**src/rtl/resp_misr_if.sv**
```systemverilog
// Handshake bundle between a benchmark response source and the MISR compactor.
interface resp_misr_if #(
  parameter int RESP_W   = 6,
  parameter int SIG_W    = 16,
  parameter int PATTERNS = 8
);
  localparam int CNT_W = $clog2(PATTERNS + 1);

  logic              start;
  logic              resp_valid;
  logic [RESP_W-1:0] resp_data;
  logic              resp_ready;
  logic              busy;
  logic [CNT_W-1:0]  pat_cnt;
  logic              sig_valid;
  logic [SIG_W-1:0]  sig_data;
  logic              pass;
  logic              sig_ack;

  modport master (
    output start, resp_valid, resp_data, sig_ack,
    input  resp_ready, busy, pat_cnt, sig_valid, sig_data, pass
  );

  modport slave (
    input  start, resp_valid, resp_data, sig_ack,
    output resp_ready, busy, pat_cnt, sig_valid, sig_data, pass
  );
endinterface

```
**src/rtl/resp_misr_compactor.sv**
```systemverilog
// Folds PATTERNS response vectors into a SIG_W-bit MISR and reports the
// final signature with a pass flag against GOLDEN.
module resp_misr_compactor #(
  parameter int               RESP_W   = 6,
  parameter int               SIG_W    = 16,
  parameter int               PATTERNS = 8,
  parameter logic [SIG_W-1:0] POLY     = 16'h1021,
  parameter logic [SIG_W-1:0] SEED     = 16'hFFFF,
  parameter logic [SIG_W-1:0] GOLDEN   = 16'h0000
) (
  input  logic         clk,
  input  logic         rst,
  resp_misr_if.slave   bus
);
  localparam int               CNT_W = $clog2(PATTERNS + 1);
  localparam logic [CNT_W-1:0] LAST  = CNT_W'(PATTERNS - 1);

  typedef enum logic [1:0] {
    S_IDLE = 2'd0,
    S_RUN  = 2'd1,
    S_DONE = 2'd2
  } state_t;

  state_t           r_state;
  state_t           w_state_nxt;
  logic [SIG_W-1:0] r_sig;
  logic [CNT_W-1:0] r_cnt;
  logic             w_load;
  logic             w_accept;

  // One MISR shift: Galois feedback on the outgoing MSB, response folded into the low bits.
  function automatic logic [SIG_W-1:0] misr_step(input logic [SIG_W-1:0] s,
                                                 input logic [RESP_W-1:0] d);
    logic [SIG_W-1:0] fb;
    fb = s[SIG_W-1] ? POLY : '0;
    return {s[SIG_W-2:0], 1'b0} ^ fb ^ SIG_W'(d);
  endfunction

  always_comb begin
    w_state_nxt = r_state;
    w_load      = 1'b0;
    w_accept    = 1'b0;
    case (r_state)
      S_IDLE: begin
        if (bus.start) begin
          w_state_nxt = S_RUN;
          w_load      = 1'b1;
        end
      end
      S_RUN: begin
        if (bus.resp_valid) begin
          w_accept = 1'b1;
          if (r_cnt == LAST) w_state_nxt = S_DONE;
        end
      end
      S_DONE: begin
        if (bus.sig_ack) w_state_nxt = S_IDLE;
      end
      default: w_state_nxt = S_IDLE;
    endcase
  end

  // Signature and count hold in IDLE/DONE so the last result stays readable.
  always_ff @(posedge clk) begin
    if (rst) begin
      r_state <= S_IDLE;
      r_sig   <= SEED;
      r_cnt   <= '0;
    end else begin
      r_state <= w_state_nxt;
      if (w_load) begin
        r_sig <= SEED;
        r_cnt <= '0;
      end else if (w_accept) begin
        r_sig <= misr_step(r_sig, bus.resp_data);
        r_cnt <= r_cnt + CNT_W'(1);
      end
    end
  end

  assign bus.resp_ready = (r_state == S_RUN);
  assign bus.busy       = (r_state != S_IDLE);
  assign bus.sig_valid  = (r_state == S_DONE);
  assign bus.pass       = (r_state == S_DONE) && (r_sig == GOLDEN);
  assign bus.pat_cnt    = r_cnt;
  assign bus.sig_data   = r_sig;

endmodule

```
**src/flat_wrapper.sv**
```systemverilog
// flat-port wrapper written by rule: the top's interface ports become plain ports
module resp_misr_compactor_flat 
#(
  parameter int               RESP_W   = 6,
  parameter int               SIG_W    = 16,
  parameter int               PATTERNS = 8,
  parameter logic [SIG_W-1:0] POLY     = 16'h1021,
  parameter logic [SIG_W-1:0] SEED     = 16'hFFFF,
  parameter logic [SIG_W-1:0] GOLDEN   = 16'h0000
)
  (clk, rst, bus_start, bus_resp_valid, bus_resp_data, bus_sig_ack, bus_resp_ready, bus_busy, bus_pat_cnt, bus_sig_valid, bus_sig_data, bus_pass);
  resp_misr_if #(.RESP_W(RESP_W), .SIG_W(SIG_W), .PATTERNS(PATTERNS)) bus_i ();
  input  logic clk;
  input  logic rst;
  input wire logic [$bits(bus_i.start)-1:0] bus_start;
  input wire logic [$bits(bus_i.resp_valid)-1:0] bus_resp_valid;
  input wire logic [$bits(bus_i.resp_data)-1:0] bus_resp_data;
  input wire logic [$bits(bus_i.sig_ack)-1:0] bus_sig_ack;
  output wire logic [$bits(bus_i.resp_ready)-1:0] bus_resp_ready;
  output wire logic [$bits(bus_i.busy)-1:0] bus_busy;
  output wire logic [$bits(bus_i.pat_cnt)-1:0] bus_pat_cnt;
  output wire logic [$bits(bus_i.sig_valid)-1:0] bus_sig_valid;
  output wire logic [$bits(bus_i.sig_data)-1:0] bus_sig_data;
  output wire logic [$bits(bus_i.pass)-1:0] bus_pass;
  assign bus_i.start = bus_start;
  assign bus_i.resp_valid = bus_resp_valid;
  assign bus_i.resp_data = bus_resp_data;
  assign bus_i.sig_ack = bus_sig_ack;
  assign bus_resp_ready = bus_i.resp_ready;
  assign bus_busy = bus_i.busy;
  assign bus_pat_cnt = bus_i.pat_cnt;
  assign bus_sig_valid = bus_i.sig_valid;
  assign bus_sig_data = bus_i.sig_data;
  assign bus_pass = bus_i.pass;
  resp_misr_compactor #(.RESP_W(RESP_W), .SIG_W(SIG_W), .PATTERNS(PATTERNS), .POLY(POLY), .SEED(SEED), .GOLDEN(GOLDEN)) u_core (.clk(clk), .rst(rst), .bus(bus_i));
endmodule
```
**config.mk**
```make
export PLATFORM = sky130hd
export DESIGN_NAME = resp_misr_compactor_flat
export DESIGN_NICKNAME = d
export VERILOG_FILES = /design/src/rtl/resp_misr_if.sv /design/src/rtl/resp_misr_compactor.sv /design/src/flat_wrapper.sv
export SDC_FILE = /design/constraint.sdc
export NUM_CORES = 1
export LEC_CHECK = 0
export ABC_AREA = 1
export CAP_MARGIN = 40
export CORE_MARGIN = 5
export CORE_UTILIZATION = 35
export CTS_CLUSTER_SIZE = 14
export DETAILED_ROUTE_END_ITERATION = 7
export PLACE_DENSITY = 0.7
export SLEW_MARGIN = 20
export SYNTH_ARGS = -nofsm -noshare
export SYNTH_HDL_FRONTEND = slang
export SYNTH_SLANG_ARGS = --single-unit
```
**constraint.sdc**
```tcl
create_clock -name clk -period 3.03 [get_ports clk]
set_input_delay 0.909 -clock clk [delete_from_list [all_inputs] [get_ports clk]]
set_output_delay 0.909 -clock clk [all_outputs]
set_load 0.02 [all_outputs]
```
Word-level counts from Yosys, hierarchy flattened
Index checks and enable logic that the tools add are counted.
Cells by class
  equality and inequality tests: 7
  reduce and logical (&&, ||, !) cells: 6
  muxes and demuxes: 10
  add/subtract/negate cells: 1
  bitwise logic cells: 2
Operator list (number)
  logical NOT 16 bit: 1
  bitwise XOR 16 bit: 1
  bitwise XOR 16 x 6 -> 16 bit: 1
  2-to-1 mux 13 bit: 1
  2-to-1 mux 2 bit: 4
  inequality test 2 bit, second input constant: 3
  case mux 2 bit (3 select lines): 1
  adder 4 x 1 -> 4 bit, second input constant: 1
  equality test 4 x 3 -> 1 bit, second input constant: 1
  2-to-1 mux 1 bit: 4
  AND reduction 4 bit: 1
  equality test 2 x 1 -> 1 bit, second input constant: 1
  equality test 2 bit, second input constant: 1
  logical NOT 2 bit: 1
  inequality test 2 x 1 -> 1 bit, second input constant: 1
  nonzero test 2 bit: 1
  OR reduction 2 bit: 1
  logical AND 1 bit: 1
Storage, ports and cells
  output and inout bits: 24
  logic and storage cells: 29
  register bits after elaboration: 22

Logic depth before layout (Yosys ltp)
Gate-level depths: netlist of the first run.
  depth after elaboration: 4
  gate-level depth with buffers: 7
  gate-level depth less buffers: 6

Least setup slack after synthesis of the first run
No wires, ideal clock.
  path kind: flip-flop to output port
  start: reg u_core.r_state[1]
  end: out bus_pass
  cell stages (with the launch flop): 5
  buffers on the path: 0
  setup slack: 728 ps
  data arrival time: 1393 ps
  required time: 2121 ps
  cells stage by stage: dfxtp_1 -> inv_1 -> nor2_1 -> nand3_1 -> nor3_1
On the way
  cells in the longest elaborated chain, start to end: 2
Ends and longest elaborated chain
  from (decl): line resp_misr_compactor.sv:24  | state_t r_state;
  from (signal assigned): line resp_misr_compactor.sv:70  | r_state <= w_state_nxt;
  equality test 2 bit
  named net bus_sig_valid: line flat_wrapper.sv:22  | output wire logic [$bits(bus_i.sig_valid)-1:0] bus_sig_valid;
  logical AND 1 bit: line resp_misr_compactor.sv:84  | assign bus.pass = (r_state == S_DONE) && (r_sig == GOLDEN);
  to (decl): line flat_wrapper.sv:24  | output wire logic [$bits(bus_i.pass)-1:0] bus_pass;
The timed path passes the listed nets, and every way through them passes these cells.

Worst setup path after layout of the first run
  start: reg u_core.r_state[1]
  end: out bus_pass
On the way
  cells in the longest elaborated chain, start to end: 2
Ends and longest elaborated chain (line)
  equality test 2 bit: resp_misr_compactor.sv:84
  logical AND 1 bit: resp_misr_compactor.sv:84
No other way between the ends.

==> results.ini, run 1 <==
[status]
status = completed

[routing]
drcViolationCount = 0
postRouteWirelength_um = 2425
ant_nets = 0
drtIter0Drc = 20
avgRoutedWirePerCell_um = 12.63
vias = 928
viasPerCell = 4.833
first_pass_iters = 4

[clocking]
clk_pin_slew_worst_paths_ps = 120
cts_root_buf = clkbuf_4
post_cts_resized = 0
clk_latency_ps = 310
holdBufCountCts = 0
numCtsBuffers = 3
htreeDepth = 1
cts_tree = done
cts_sinks = 22
clock_path_buffers = 2
cts_setup_buffers = 0

[synthesis]
synth_top_area_frac = 0.4467
syn_avg_cell_area_um2 = 7.703
synthCells = 128
synth_cell_types = 25
synth_area_leaders = dfxtp_1 (45%), nand2_1 (11%), nor2_1 (6.1%), nand3_1 (5.6%), xnor2_1 (5.3%)
synth-xor-area-share = 0.07995
synth_compound_area_frac = 0.1066
synthAdderAreaFrac = 0.01269
synth_fp_nets = 140
synth-simple-area-share = 0.2830
synth_warnings = 0
muxShareOfSynthArea = 0
yosys_register_bits = 22
synth_top_family_by_area = simple AND/OR/NAND/NOR gates
ys_seq_area_frac = 0.4467
yosys.area.top_type = dfxtp_1
synth_area_um2 = 985.9

[floorplan]
chipHeight_um = 63.08
rows = 19
start_util = 0.3606
die_w_um = 63.08
dieArea_mm2 = 0.003978
core_mm2 = 0.002734
boundaryPins = 35

[pwr]
powerDensity_mw_per_mm2 = 460.2
p_switching_mw = 0.1558
p_int_mw = 0.4788
p_leak_nw = 0.5604
p_clk_frac = 0.355
sw_frac_of_total = 0.2455
pwr-share-seq = 0.491
power_mw = 0.6346
combinationalPowerShare = 0.154
ir_worst_vdd_mv = 0.3026

[cells_and_area]
drive_gt1_frac = 0.07453
syn_to_final_growth_pct = 39.85
register_area_um2 = 440.4
n_antenna_cell = 0
nNetsFinal = 174
fillers = 263
design_area_mm2 = 0.001379
utilization = 0.5043
multiInputGateArea_um2 = 475.5

[global_route]
grt_pass1_vias = 965
grt_start_max_net_pins = 29
antenna_found_initial = 0
grt_pass1_wl_um = 4222
grt_usage = 0.1285
grt-ovfl-total = 0

[timing]
post-route-period-util = 0.9284
finalSetupTns_ps = 0
hold_viol = 0
skew_ps = 0.7565
clock.fmax_mhz = 355.5
rsz0062_at_grt = no
slew-limit-headroom = 0.7183
fin_crit_ps = 2813
worst_slack_ps = 216.9
slew_viol_final = 0
setup_violations = 0
worstMarginPinSlew_ps = 421.5

[critical_path]
reg2reg_from = u_core.r_state[0]
reg2reg_depth = 6
path_cells = inv_1, nor2_1, nand3_1, nor3_1, clkdlybuf4s50_1
critPathMaxStageDelay_ps = 640
crit_fanout = 3
crit_path_start_kind = register
critical_path_arrival_ps = 1900
crit_slowest_cell = clkdlybuf4s50_1
crit_type = register to output port
crit_family = buffers and inverters
end_kind = output port
timing.critical_path.buf_inv = 2
rrSetupSlack_ps = 1570
rr_endpoint = u_core.bus.pat_cnt[3]
required_ps = 2120

[place]
dp.final_hpwl_um = 1757
io_buffers = 34
pre_cts_slack_ps = 547.5
place_congestion = 0.7432
place_area_mm2 = 0.001326

[min_path]
min_from = u_core.bus.sig_data[10]
hp-class = register to register
worstHoldEndpoint = u_core.bus.sig_data[11]
hold_depth = 2

[run]
maxCapViolations = 0

area by class of cell:
class	instances	share of cell area
Sequential cell	22	0.3194
Inverter	8	0.02269
Clock inverter	1	0.02178
Timing Repair Buffer	34	0.2468
Multi-Input combinational cell	93	0.3448
Clock buffer	3	0.01633
Tap cell	31	0.02813
power by group through the flow:
stage	Combinational, mW	Sequential [mW]	Clock, mW
after floorplan	0.0477	0.326	0
after global placement	0.0968	0.317	0
after detailed placement	0.0984	0.318	0
after CTS	0.0992	0.312	0.233
after global routing	0.107	0.314	0.247
final	0.0976	0.312	0.225
cell families (layout without fill, tap and decap cells):
family | count (synthesis) | count (layout)
AND/OR/NAND/NOR | 63 | 63
flip-flops | 22 | 22
AO/OA/AOI/OAI | 20 | 20
buffers and inverters | 13 | 46
XOR/XNOR | 9 | 9
adder cells (fa/ha/maj) | 1 | 1
layer usage:
metal | track usage | part of all wire | vias up
met1 | 0.1385 | 0.42 | 425
met3 | 0.03552 | 0.056 | 2
met4 | 0.05570 | 0.0070 | 0
met5 | 0 | 0 | -
li1 | - | - | 477
met2 | 0.2308 | 0.52 | 24
state kept, by name, summed over array words and instances (netlist names):
register / flops
u_core.bus.pat_cnt: 4
u_core.r_state: 2
u_core.bus.sig_data: 16
synth_stat cells, drive strengths merged:
library cell / n
nor3: 3
nand2: 31
o21ai: 9
ha: 1
nand3: 11
clkbuf: 1
nand4: 1
buf: 4
a31oi: 1
clkinv: 1
inv: 7
a21oi: 10
xor2: 3
dfxtp: 22
xnor2: 6
nor2: 17
how the worst max path moves through the flow:
| stage | endpoint | slack (ps) | startpoint | cells past startpoint |
|---|---|---|---|---|
| after floorplan | bus_pass | 730 | u_core.r_state[1] | 4 |
| after global placement | bus_pass | 620 | u_core.r_state[1] | 5 |
| after detailed placement | bus_pass | 550 | u_core.r_state[1] | 5 |
| after CTS | bus_pass | 180 | u_core.r_state[1] | 5 |
| after global routing | bus_pass | 10 | u_core.r_state[1] | 5 |
| final | bus_pass | 220 | u_core.r_state[1] | 5 |
cell usage in the layout (no fill, tap or decap):
| cell type | count |
|---|---|
| a21oi_1 | 9 |
| a21oi_2 | 1 |
| a31oi_1 | 1 |
| bufinv_16 | 1 |
| clkbuf_4 | 3 |
| clkdlybuf4s50_1 | 34 |
| clkinv_2 | 1 |
| dfxtp_1 | 22 |
| ha_1 | 1 |
| inv_1 | 5 |
| inv_2 | 2 |
| nand2_1 | 29 |
| nand2_2 | 1 |
| nand2_4 | 1 |
| nand3_1 | 11 |
| nand4_1 | 1 |
| nor2_1 | 16 |
| nor2_4 | 1 |
| nor3_1 | 2 |
| nor3_2 | 1 |
| o21ai_0 | 2 |
| o21ai_1 | 7 |
| xnor2_1 | 6 |
| xor2_1 | 3 |
worst register-to-register path, delay by kind of cell, from the launching register on:
kind | cells | cell delay, ps
AOI/OAI and AO/OA | 1 | 120
buffers and inverters | 1 | 200
DFF | 1 | 360
and+or+nand+nor | 4 | 680
stage by stage:
stage / hold WS [ps] / std cells
detailed placement: 490.5 / 188
global route: 546.5 / 192
floorplan: 564.2 / 128
CTS: 513.3 / 192
global placement: 486.7 / 188
finish: 508.3 / 192
(Power assumes the default switching activity.)
==> run 2, diff against run 1 <==
==> constraint.sdc (replaced) <==
create_clock -name clk -period 3.05 [get_ports clk]
set_input_delay 0.915 -clock clk [delete_from_list [all_inputs] [get_ports clk]]
set_output_delay 0.915 -clock clk [all_outputs]
set_load 0.02 [all_outputs]
==> results of run 2 <==
Same layout as run 1 (identical final DEF). Status: completed.
Main changes from that run: setup slack after placement 547.5 ps -> 561.5 ps; setup slack after layout 216.9 ps -> 230.9 ps; register-to-register setup slack 1570 ps -> 1590 ps; total power 0.6346 mW -> 0.6304 mW; worst IR drop on VDD 0.3026 mV -> 0.3006 mV
